### config.mk
export PLATFORM = sky130hd
export DESIGN_NAME = cache_i_param
export DESIGN_NICKNAME = d
export VERILOG_FILES = /design/src/rtl/cache_i_pkg.sv /design/src/rtl/cache_i_way.sv /design/src/rtl/cache_i_param.sv
export SDC_FILE = /design/constraint.sdc
export NUM_CORES = 1
export LEC_CHECK = 0
export CORE_UTILIZATION = 52
export DETAILED_ROUTE_END_ITERATION = 6
export HOLD_SLACK_MARGIN = 0.1
export PLACE_DENSITY_LB_ADDON = 0.12
export REMOVE_ABC_BUFFERS = 1
export SETUP_SLACK_MARGIN = 0.15
export SYNTH_ARGS = -nofsm -noshare
export SYNTH_HDL_FRONTEND = slang
export SYNTH_SLANG_ARGS = --single-unit
### constraint.sdc
create_clock -name clk -period 8.7 [get_ports clk]
set_clock_uncertainty 0.1 [all_clocks]
set_input_delay 1.74 -clock clk [delete_from_list [all_inputs] [get_ports clk]]
set_output_delay 1.74 -clock clk [all_outputs]
set_load 0.05 [all_outputs]
### src/rtl/cache_i_pkg.sv
// Shared definitions for the parametrised 2-way instruction cache.
//   - state_e      : controller states (IDLE, RD)
//   - WORD_W       : processor word width (32)
//   - NUM_WAYS     : associativity (2)
//   - line_word()  : pick one 32-bit word out of a cache line
// The line-word helper works on a maximum-width line (64 words) so that
// one function serves every WORD_BITS setting; callers zero-extend.
package cache_i_pkg;

  localparam int WORD_W        = 32;
  localparam int NUM_WAYS      = 2;
  localparam int MAX_WORD_BITS = 6;
  localparam int MAX_LINE_W    = WORD_W << MAX_WORD_BITS;

  typedef enum logic [0:0] {
    IDLE = 1'b0,
    RD   = 1'b1
  } state_e;

  // Word 0 lives in bits [31:0]; word k in bits [32k+31:32k].
  function automatic logic [WORD_W-1:0] line_word(
    input logic [MAX_LINE_W-1:0]    line,
    input logic [MAX_WORD_BITS-1:0] off
  );
    logic [MAX_WORD_BITS+4:0] base;
    base = {off, 5'b0};
    return line[base +: WORD_W];
  endfunction

endpackage

### src/rtl/cache_i_way.sv
// One way of the instruction cache: valid bits, tag store and line store.
// Ports:
//   clk, srst          clock, synchronous active-high reset (clears valid)
//   inv_all            clear every valid bit next edge (wins over a fill)
//   rd_set/rd_tag/off  lookup address pieces
//   hit, rd_word       combinational hit flag and addressed word
//   fill_en/set/tag    line write port
//   fill_line          line data written on fill
// Lookups are zero-latency, so the stores are read asynchronously.
module cache_i_way
  import cache_i_pkg::*;
#(
  parameter int SET_BITS  = 2,
  parameter int WORD_BITS = 2,
  parameter int TAG_W     = 26
) (
  input  logic                          clk,
  input  logic                          srst,
  input  logic                          inv_all,
  input  logic [SET_BITS-1:0]           rd_set,
  input  logic [TAG_W-1:0]              rd_tag,
  input  logic [WORD_BITS-1:0]          rd_off,
  output logic                          hit,
  output logic [WORD_W-1:0]             rd_word,
  input  logic                          fill_en,
  input  logic [SET_BITS-1:0]           fill_set,
  input  logic [TAG_W-1:0]              fill_tag,
  input  logic [(WORD_W<<WORD_BITS)-1:0] fill_line
);

  localparam int SETS   = 1 << SET_BITS;
  localparam int LINE_W = WORD_W << WORD_BITS;

  logic                  valid_reg [SETS];
  logic [TAG_W-1:0]      tag_mem   [SETS];
  logic [LINE_W-1:0]     data_mem  [SETS];

  logic [MAX_LINE_W-1:0]    line_ext;
  logic [MAX_WORD_BITS-1:0] off_ext;

  // Valid bits are per-set flops: invalidate has priority so that a
  // fill coinciding with a flush leaves the line invalid.
  genvar gi;
  generate
    for (gi = 0; gi < SETS; gi++) begin : g_valid
      always_ff @(posedge clk) begin
        if (srst || inv_all) begin
          valid_reg[gi] <= 1'b0;
        end else if (fill_en && (fill_set == SET_BITS'(gi))) begin
          valid_reg[gi] <= 1'b1;
        end
      end
    end
  endgenerate

  // Tag and data carry no reset; validity alone gates their use.
  always_ff @(posedge clk) begin
    if (fill_en) begin
      tag_mem[fill_set]  <= fill_tag;
      data_mem[fill_set] <= fill_line;
    end
  end

  assign hit = valid_reg[rd_set] && (tag_mem[rd_set] == rd_tag);

  always_comb begin
    line_ext                = '0;
    line_ext[LINE_W-1:0]    = data_mem[rd_set];
    off_ext                 = '0;
    off_ext[WORD_BITS-1:0]  = rd_off;
  end

  assign rd_word = line_word(line_ext, off_ext);

endmodule

### src/rtl/cache_i_param.sv
// Parametrised 2-way set-associative, read-only L1 instruction cache.
// Sits between fetch and instruction memory; hits return the word in the
// same cycle, misses fetch a whole line and stall the fetch stage.
// Ports:
//   clk, proc_reset       clock, synchronous active-high reset
//   proc_read/proc_addr   fetch request and word address
//   proc_write/proc_wdata accepted but unused (read-only cache)
//   proc_flush            one-cycle pulse, invalidates every line
//   proc_rdata/proc_stall fetched word, miss-in-progress
//   mem_read/mem_addr     registered line request / line address
//   mem_write/mem_wdata   tied to zero
//   mem_rdata/mem_ready   returned line and its one-cycle strobe
//   hit_cnt/miss_cnt      performance counters
// Build option: define CACHE_I_PERF_CNT_EN to implement saturating hit and
// miss counters; without it both counter outputs are constant zero.
module cache_i_param
  import cache_i_pkg::*;
#(
  parameter int ADDR_W    = 30,
  parameter int SET_BITS  = 2,
  parameter int WORD_BITS = 2
) (
  input  logic                             clk,
  input  logic                             proc_reset,
  input  logic                             proc_read,
  input  logic                             proc_write,
  input  logic                             proc_flush,
  input  logic [ADDR_W-1:0]                proc_addr,
  input  logic [31:0]                      proc_wdata,
  output logic [31:0]                      proc_rdata,
  output logic                             proc_stall,
  output logic                             mem_read,
  output logic                             mem_write,
  output logic [ADDR_W-WORD_BITS-1:0]      mem_addr,
  output logic [(32<<WORD_BITS)-1:0]       mem_wdata,
  input  logic [(32<<WORD_BITS)-1:0]       mem_rdata,
  input  logic                             mem_ready,
  output logic [31:0]                      hit_cnt,
  output logic [31:0]                      miss_cnt
);

  localparam int TAG_W   = ADDR_W - SET_BITS - WORD_BITS;
  localparam int SETS    = 1 << SET_BITS;
  localparam int LINE_AW = ADDR_W - WORD_BITS;

  localparam logic [0:0] ST_IDLE = IDLE;
  localparam logic [0:0] ST_RD   = RD;

  logic [0:0]          state_reg;
  logic                mem_read_reg;
  logic [LINE_AW-1:0]  mem_addr_reg;
  logic [SETS-1:0]     lru_reg;
  logic                flush_pend_reg;

  logic [TAG_W-1:0]     req_tag;
  logic [SET_BITS-1:0]  req_set;
  logic [WORD_BITS-1:0] req_off;
  logic [TAG_W-1:0]     fill_tag;
  logic [SET_BITS-1:0]  fill_set;

  logic [NUM_WAYS-1:0]  hit_w;
  logic [WORD_W-1:0]    word_w [NUM_WAYS];
  logic                 any_hit;
  logic                 miss_launch;
  logic                 fill_go;
  logic                 victim;
  logic                 inv_all;

  logic unused_inputs;
  assign unused_inputs = ^{proc_write, proc_wdata};

  assign req_tag = proc_addr[ADDR_W-1:SET_BITS+WORD_BITS];
  assign req_set = proc_addr[SET_BITS+WORD_BITS-1:WORD_BITS];
  assign req_off = proc_addr[WORD_BITS-1:0];

  // The fill target comes from the registered line address rather than
  // the live fetch address, so it is fixed for the whole miss.
  assign fill_tag = mem_addr_reg[LINE_AW-1:SET_BITS];
  assign fill_set = mem_addr_reg[SET_BITS-1:0];

  assign any_hit     = |hit_w;
  assign miss_launch = (state_reg == ST_IDLE) && proc_read && !any_hit;
  assign fill_go     = (state_reg == ST_RD) && mem_ready;
  assign victim      = lru_reg[fill_set];

  // A flush seen during a miss (now or earlier) invalidates on the fill
  // edge itself, so the freshly written line never produces a hit.
  assign inv_all = ((state_reg == ST_IDLE) && proc_flush) ||
                   (fill_go && (flush_pend_reg || proc_flush));

  genvar gi;
  generate
    for (gi = 0; gi < NUM_WAYS; gi++) begin : g_way
      cache_i_way #(
        .SET_BITS  (SET_BITS),
        .WORD_BITS (WORD_BITS),
        .TAG_W     (TAG_W)
      ) u_way (
        .clk       (clk),
        .srst      (proc_reset),
        .inv_all   (inv_all),
        .rd_set    (req_set),
        .rd_tag    (req_tag),
        .rd_off    (req_off),
        .hit       (hit_w[gi]),
        .rd_word   (word_w[gi]),
        .fill_en   (fill_go && (victim == 1'(gi))),
        .fill_set  (fill_set),
        .fill_tag  (fill_tag),
        .fill_line (mem_rdata)
      );
    end
  endgenerate

  assign proc_rdata = hit_w[1] ? word_w[1] : word_w[0];
  assign proc_stall = proc_read && (!any_hit || (state_reg != ST_IDLE));

  // lru bit names the way to replace next.
  always_ff @(posedge clk) begin
    if (proc_reset) begin
      state_reg      <= ST_IDLE;
      mem_read_reg   <= 1'b0;
      mem_addr_reg   <= '0;
      lru_reg        <= '0;
      flush_pend_reg <= 1'b0;
    end else begin
      case (state_reg)
        ST_IDLE: begin
          if (proc_read && any_hit && !proc_flush) begin
            lru_reg[req_set] <= hit_w[0];
          end
          if (miss_launch) begin
            mem_read_reg <= 1'b1;
            mem_addr_reg <= proc_addr[ADDR_W-1:WORD_BITS];
            state_reg    <= ST_RD;
          end
        end
        ST_RD: begin
          if (proc_flush) begin
            flush_pend_reg <= 1'b1;
          end
          if (mem_ready) begin
            mem_read_reg      <= 1'b0;
            lru_reg[fill_set] <= ~victim;
            flush_pend_reg    <= 1'b0;
            state_reg         <= ST_IDLE;
          end
        end
        default: state_reg <= ST_IDLE;
      endcase
    end
  end

  assign mem_read  = mem_read_reg;
  assign mem_addr  = mem_addr_reg;
  assign mem_write = 1'b0;
  assign mem_wdata = '0;

`ifdef CACHE_I_PERF_CNT_EN
  logic [31:0] hit_cnt_reg;
  logic [31:0] miss_cnt_reg;
  logic        hit_event;

  assign hit_event = (state_reg == ST_IDLE) && proc_read && any_hit;

  // Both counters stick at all-ones instead of wrapping.
  always_ff @(posedge clk) begin
    if (proc_reset) begin
      hit_cnt_reg  <= '0;
      miss_cnt_reg <= '0;
    end else begin
      if (hit_event && (hit_cnt_reg != 32'hFFFF_FFFF)) begin
        hit_cnt_reg <= hit_cnt_reg + 32'd1;
      end
      if (miss_launch && (miss_cnt_reg != 32'hFFFF_FFFF)) begin
        miss_cnt_reg <= miss_cnt_reg + 32'd1;
      end
    end
  end

  assign hit_cnt  = hit_cnt_reg;
  assign miss_cnt = miss_cnt_reg;
`else
  assign hit_cnt  = '0;
  assign miss_cnt = '0;
`endif

endmodule

==> flow_summary.toml, run 1 <==
[timing]
worst_pin_slew_ps = 1020
clock.fmax_mhz = 130
slew_headroom_pct = 31.9
hold_viol_final = 0
finalMaxSlewViolations = 0
hold_ws_ps = 357
final.setup.tns_ps = 0
rsz0062_at_grt = "no"
fin_crit_ps = 7720
layout_worst_path_cycle_share_pct = 88.7
timing.final.setup_violations = 0

[cts]
cts_max_level = 4
holdBufCountCts = 0
tritoncts.num_buffers = 134
clk_transition_reported_paths_ps = 60
ctsRootBufferMaster = "sky130_fd_sc_hd__clkbuf_16"
cts_resized = 0
cts_max_path_buffers = 3
total_number_of_clock_tree_sinks = 1275
clk-insertion-delay-late_ps = 720
tritoncts = "yes"
post_cts_buffers = 0

[cells_and_area]
layout.cell_area.non_filler_um2 = 58300
layout.core_utilization_pct = 60.2
final_net_count = 2865
drive_above_1_share_pct = 22.3
layout_common_cells = "sky130_fd_sc_hd__edfxtp_1, sky130_fd_sc_hd__mux4_2, sky130_fd_sc_hd__conb_1"
area.growth.synth_to_final_pct = 14.3
layout.cells.most_common = "sky130_fd_sc_hd__edfxtp_1"
largest_register_ff_count = 1024

[outcome]
outcome = "finished with violations"
violations = "design-rule violations"

[critical_path]
worst-r2r-setup-slack_ps = 5150
worstSetupPathType = "input pin to output pin"
cp-start-kind = "input pin"
slowest_stage = "sky130_fd_sc_hd__mux4_1"
crit_path_frequent_cell = "sky130_fd_sc_hd__buf_12"
timing.reg2reg.worst_path_depth = 8
crit_path_cell_trace = "buf_8 -> mux4_1 -> o2bb2ai_1 -> a311o_1 -> a2111oi_4 -> nand4b_4 -> buf_12 -> mux2_2 -> o22ai_1 -> a221oi_1 -> buf_12"
setup.worst_path.end = "proc_rdata[25]"
largest_driver_fanout_on_the_critical_path = 81
worstReg2RegEnd = "mem_addr[12]$_SDFFE_PP0P_"
crit_family = "compound AO/OA/AOI/OAI gates"
rr_startpoint = "g_way[0].u_way.tag_mem[0][12]$_DFFE_PP_"
critical_path.max_stage_delay_ps = 650
crit_required_ps = 6860
worstPathBufferInverterCount = 3
timing.critical_path.to_type = "output pin"
worstSetupPathDepth = 11
worstPathArrival_ps = 5880
critical_path.startpoint = "proc_addr[2]"

[placed_design]
io_buffers = 224
placedInstanceArea_um2 = 54100
gpl.final_weighted_congestion = 0.758
half_perimeter_wire_length_of_the_detailed_placement_result_um = 56400

[floorplan]
chipHeight_um = 315
initial_core_util_pct = 52.7
placement_rows = 114
die_area_um2 = 99300
dieWidth_um = 315
coreArea_um2 = 96900
ioPinCount = 451

[pwr]
power-per-cell-area_nw_per_um2 = 226
irDropWorstVdd_mv = 0.157
total_power_mw = 13.1
total_leakage_power_nw = 19.6

[synth]
post_synth_instance_area_um2 = 51000
prevailing_post_synth_register_cell = "sky130_fd_sc_hd__edfxtp_1"
yosysWarnings = 0
synth-seq-area-share_pct = 74.4
async_set_or_reset_register_ratio_after_synthesis_pct = 0
synth_enable_flop_cells = 1238
postSynthRegisterBits = 1275
avgSynthCellArea_um2 = 21.3
synth_cells = 2393
yosysUniqueCellTypes = 67

[drt]
post_route_wl_um = 106000
via_count_of_the_routed_design = 23300
firstDrtPassIters = 7
detailedRoute.firstIterationViolations = 2014
drt-vias-per-instance = 5.75
avgRoutedWirePerCell_um = 26.3
drtAntennaViolNets = 0
drc = 109

[global_route]
gr_ovfl_total = 0
maximum_number_of_pins_on_one_net_before_global_route_repair = 121
antenna_found_initial = 16
grt_first_pass_wirelength_um = 158000
first_global_vias = 24500
track_usage_pct = 21.8

[run]
max_cap_viol_count = 0

[worst_hold_path]
worst_hold_path_type = "register to register"
[per-stage QoR]
stage                     cells  worst slack [ps]
after floorplan            2274              -552
after global placement     3809               927
after detailed placement   3809               955
after CTS                  4041               949
after global routing       4042               823
final                      4049               981
[power breakdown]
part           switching [mW]  internal (mW)
Sequential             0.0320           6.79
Clock                    2.19           3.17
Combinational           0.602          0.351
[final cells by class]
cell class / instances / area (um2)
flip-flops and latches: 1275 / 37900
repair buffers: 259 / 2950
clock buffers: 175 / 3640
clock inverters: 57 / 477
multi-input cells: 982 / 11600
fillers: 6819 / 38600
inverters: 17 / 93.8
well taps: 1276 / 1600
diodes: 8 / 20.0
[metal layers]
metal / GRT usage, % / routed length (um) / up-vias
li1: - / - / 10100
met1: 29.5 / 43900 / 12400
met2: 36.4 / 54300 / 614
met3: 4.53 / 6300 / 159
met4: 5.71 / 1730 / 20
met5: 0 / 128 / -
[tightest hold or removal path, stage by stage (launching register included)]
cell and delay (ps):
sky130_fd_sc_hd__dfxtp_1 310, sky130_fd_sc_hd__nand2_1 50, sky130_fd_sc_hd__a21oi_1 50
[kinds of logic after synthesis]
group	Yosys count	share of synthesized area, %
flip-flops	1275	74.4
AND/OR/NAND/NOR	122	1.25
other	1	0.00735
AO/OA/AOI/OAI	126	1.92
XOR/XNOR	43	0.739
multiplexers	498	17.3
buffers and inverters	328	4.42
[Yosys cell counts (2+ instances only)]
| master | number | share of area (%) |
|---|---|---|
| sky130_fd_sc_hd__xnor2_1 | 35 | 0.60 |
| sky130_fd_sc_hd__a21oi_1 | 12 | 0.12 |
| sky130_fd_sc_hd__nand4b_4 | 2 | 0.093 |
| sky130_fd_sc_hd__mux2i_1 | 138 | 2.7 |
| sky130_fd_sc_hd__buf_8 | 2 | 0.059 |
| sky130_fd_sc_hd__buf_1 | 12 | 0.088 |
| sky130_fd_sc_hd__a22o_1 | 2 | 0.034 |
| sky130_fd_sc_hd__dlygate4sd1_1 | 2 | 0.034 |
| sky130_fd_sc_hd__xor2_1 | 8 | 0.14 |
| sky130_fd_sc_hd__clkbuf_1 | 32 | 0.24 |
| sky130_fd_sc_hd__buf_6 | 10 | 0.22 |
| sky130_fd_sc_hd__a221oi_2 | 3 | 0.088 |
| sky130_fd_sc_hd__o2111ai_1 | 3 | 0.052 |
| sky130_fd_sc_hd__and2_1 | 3 | 0.037 |
| sky130_fd_sc_hd__a221oi_1 | 36 | 0.62 |
| sky130_fd_sc_hd__nor2_1 | 47 | 0.35 |
| sky130_fd_sc_hd__and3_1 | 3 | 0.037 |
| sky130_fd_sc_hd__o22ai_1 | 35 | 0.43 |
| sky130_fd_sc_hd__o21ai_0 | 4 | 0.039 |
| sky130_fd_sc_hd__nor3_1 | 4 | 0.039 |
| sky130_fd_sc_hd__o211ai_1 | 2 | 0.029 |
| sky130_fd_sc_hd__a211oi_1 | 4 | 0.059 |
| sky130_fd_sc_hd__nor4_2 | 3 | 0.074 |
| sky130_fd_sc_hd__a32o_1 | 2 | 0.039 |
| sky130_fd_sc_hd__nor2b_1 | 5 | 0.061 |
| sky130_fd_sc_hd__nand2b_1 | 6 | 0.074 |
| sky130_fd_sc_hd__nand2_1 | 30 | 0.22 |
| sky130_fd_sc_hd__or4_1 | 2 | 0.029 |
| sky130_fd_sc_hd__buf_4 | 198 | 2.9 |
| sky130_fd_sc_hd__mux4_1 | 18 | 0.93 |
| sky130_fd_sc_hd__mux4_2 | 271 | 12 |
| sky130_fd_sc_hd__nand3_1 | 3 | 0.029 |
| sky130_fd_sc_hd__mux2_4 | 19 | 0.56 |
| sky130_fd_sc_hd__edfxtp_1 | 1238 | 73 |
| sky130_fd_sc_hd__buf_12 | 7 | 0.27 |
| sky130_fd_sc_hd__dfxtp_1 | 37 | 1.5 |
| sky130_fd_sc_hd__mux2_2 | 51 | 1.1 |
| sky130_fd_sc_hd__buf_2 | 48 | 0.47 |
| sky130_fd_sc_hd__o21a_1 | 4 | 0.059 |
| sky130_fd_sc_hd__inv_1 | 16 | 0.12 |
| sky130_fd_sc_hd__nand4_1 | 6 | 0.074 |
| sky130_fd_sc_hd__a31oi_1 | 3 | 0.037 |
| sky130_fd_sc_hd__or2_2 | 3 | 0.037 |
[worst min path at each step]
| stage | start | to | slack, ps | cells past startpoint |
|---|---|---|---|---|
| 2_1_floorplan | g_way[0].u_way.valid_reg[2]$_DFF_P_ | g_way[0].u_way.valid_reg[2]$_DFF_P_ | 340 | 2 |
| 3_3_place_gp | g_way[1].u_way.valid_reg[2]$_DFF_P_ | g_way[1].u_way.valid_reg[2]$_DFF_P_ | 350 | 1 |
| 3_5_place_dp | mem_read$_SDFFE_PP0P_ | mem_read$_SDFFE_PP0P_ | 350 | 2 |
| 4_1_cts | mem_read$_SDFFE_PP0P_ | mem_read$_SDFFE_PP0P_ | 360 | 2 |
| 5_1_grt | mem_read$_SDFFE_PP0P_ | mem_read$_SDFFE_PP0P_ | 390 | 2 |
| 6_report | mem_read$_SDFFE_PP0P_ | mem_read$_SDFFE_PP0P_ | 360 | 2 |
(Power assumes the default switching activity.)
==> run 2: changes to the inputs <==
Settings changed: CELL_PAD_IN_SITES_DETAIL_PLACEMENT from default to 0, CELL_PAD_IN_SITES_GLOBAL_PLACEMENT from default to 1, CORE_UTILIZATION 52 to 46.
==> run 2 against run 1 <==
Net effect: the flow now finishes without violations; clock-buffer cell count increased by 21; die area increased by 13%; register-to-register slack got worse by 380 ps; non-clock buffer count is 13 higher; setup slack worse by 450 ps; final cell count is 5.7% higher; critical endpoint is now proc_rdata[10]; largest cell class unchanged; largest power group unchanged.
==> flow_summary.toml, run 2 (synthesis gave the netlist of run 1 again) <==
[placed_design]
placed_cells = 4022
gpl.final_weighted_congestion = 0.744
placedInstanceArea_um2 = 54100
io_buffers = 224
half_perimeter_wire_length_of_the_detailed_placement_result_um = 58900

[outcome]
outcome = "finished clean"

[global_route]
first_global_vias = 24700
grt_first_pass_wirelength_um = 162000
track_usage_pct = 19.9
gr_ovfl_total = 0
maximum_number_of_pins_on_one_net_before_global_route_repair = 112
antenna_found_initial = 14

[cts]
cts_resized = 0
post_cts_buffers = 0
tritoncts = "yes"
clk_transition_reported_paths_ps = 50
cts_max_level = 4
ctsRootBufferMaster = "sky130_fd_sc_hd__clkbuf_16"
clk-insertion-delay-late_ps = 720
tritoncts.num_buffers = 138
holdBufCountCts = 0
total_number_of_clock_tree_sinks = 1275
cts_max_path_buffers = 3

[critical_path]
worstReg2RegEnd = "mem_addr[9]$_SDFFE_PP0P_"
critical_path.startpoint = "proc_addr[2]"
timing.reg2reg.worst_path_depth = 9
worst-r2r-setup-slack_ps = 4770
rr_startpoint = "g_way[1].u_way.tag_mem[1][8]$_DFFE_PP_"
largest_driver_fanout_on_the_critical_path = 40
setup.worst_path.end = "proc_rdata[10]"
worstSetupPathType = "input pin to output pin"
crit_required_ps = 6860
timing.critical_path.to_type = "output pin"
worstPathArrival_ps = 6330
cp-start-kind = "input pin"

[cells_and_area]
largest_register_ff_count = 1024
final_net_count = 2882
layout_common_cells = "sky130_fd_sc_hd__edfxtp_1, sky130_fd_sc_hd__mux4_2, sky130_fd_sc_hd__clkdlybuf4s50_1"
multiInputGateArea_um2 = 11600
filler_cell_count = 8531
seqCellArea_um2 = 37900
layout.cells.most_common = "sky130_fd_sc_hd__edfxtp_1"
drive_above_1_share_pct = 22.3
layout.cell_area.non_filler_um2 = 58400
layoutNonFillerInstCount = 4281
area.growth.synth_to_final_pct = 14.6

[run]
max_cap_viol_count = 0

[timing]
layout_worst_path_cycle_share_pct = 93.9
clock.fmax_mhz = 122
worst_pin_slew_ps = 1140
slew_headroom_pct = 23.6
finalMaxSlewViolations = 0
fin_crit_ps = 8170
timing.final.setup_violations = 0
rsz0062_at_grt = "no"
hold_viol_final = 0
hold_ws_ps = 366

[drt]
drc = 0
drtAntennaViolNets = 0
dr_wl_met2_um = 55900
routedLengthMet1_um = 46700
detailedRoute.firstIterationViolations = 1687
detailroute.wirelength.met3_um = 5750
via_count_of_the_routed_design = 23300
post_route_wl_um = 111000
topmost_layer_with_routed_signal_wires = "met5"
firstDrtPassIters = 7
avgRoutedWirePerCell_um = 25.8
drt-vias-per-instance = 5.45

[floorplan]
initial_core_util_pct = 46.7
dieWidth_um = 335
die_area_um2 = 112000
placement_rows = 121
chipHeight_um = 335
coreArea_um2 = 109000
ioPinCount = 451

[pwr]
total_leakage_power_nw = 19.5
power-per-cell-area_nw_per_um2 = 227
irDropWorstVdd_mv = 0.128

[worst_hold_path]
worst_hold_path_type = "register to register"
-- run 2: cell types whose count changed in the layout (fill, tap and decap cells not counted), sizes merged --
cell           delta
buf               +4
bufinv            -2
clkbuf           +21
clkdlybuf4s50     +9
clkinv            -1
diode             -2
inv               +3
-- run 2: critical path, stage by stage --
cell and delay (ps):
sky130_fd_sc_hd__buf_8 340, sky130_fd_sc_hd__mux4_1 640, sky130_fd_sc_hd__o2bb2ai_1 160, sky130_fd_sc_hd__a311o_1 360
sky130_fd_sc_hd__a2111oi_4 470, sky130_fd_sc_hd__nand4b_4 470, sky130_fd_sc_hd__buf_4 400, sky130_fd_sc_hd__mux2i_1 160
sky130_fd_sc_hd__a221oi_1 600, sky130_fd_sc_hd__clkdlybuf4s50_1 920
-- run 2: how the worst min path moves through the flow --
stage	slack [ps]	endpoint	cells after the start	startpoint
4_1_cts	370	mem_read$_SDFFE_PP0P_	2	mem_read$_SDFFE_PP0P_
2_1_floorplan	340	g_way[0].u_way.valid_reg[2]$_DFF_P_	2	g_way[0].u_way.valid_reg[2]$_DFF_P_
3_3_place_gp	350	mem_read$_SDFFE_PP0P_	2	mem_read$_SDFFE_PP0P_
6_report	370	mem_read$_SDFFE_PP0P_	2	mem_read$_SDFFE_PP0P_
5_1_grt	410	mem_read$_SDFFE_PP0P_	2	mem_read$_SDFFE_PP0P_
3_5_place_dp	360	mem_read$_SDFFE_PP0P_	2	mem_read$_SDFFE_PP0P_
-- run 2: routing by layer --
metal	vias up	GRT usage, %
met1	12400	26.7
met2	595	33.0
met5	-	0
li1	10100	-
met3	160	4.23
met4	18	5.54
-- run 2: power by group --
| part | switching, mW | total, mW | internal (mW) |
|---|---|---|---|
| clock network | 2.28 | 5.53 | 3.25 |
| logic | 0.599 | 0.916 | 0.316 |
| registers | 0.0325 | 6.83 | 6.79 |
-- run 2: cell type report --
type	count	area share, %
Inverter	17	0.186
Antenna cell	6	0.0257
Sequential cell	1275	64.9
Tap cell	1476	3.16
Clock inverter	57	0.771
Multi-Input combinational cell	982	19.8
Timing Repair Buffer	272	4.59
Clock buffer	196	6.57
-- run 2: metrics by stage --
step	power (mW)	TNS, ps	setup WS (ps)	utilization [%]
after floorplan	7.50	-85170	-552	-
after global placement	7.87	0	602	49.5
after detailed placement	7.88	0	510	49.5
after CTS	13.4	0	496	53.4
after global routing	13.7	0	295	53.4
final	13.3	0	527	53.5
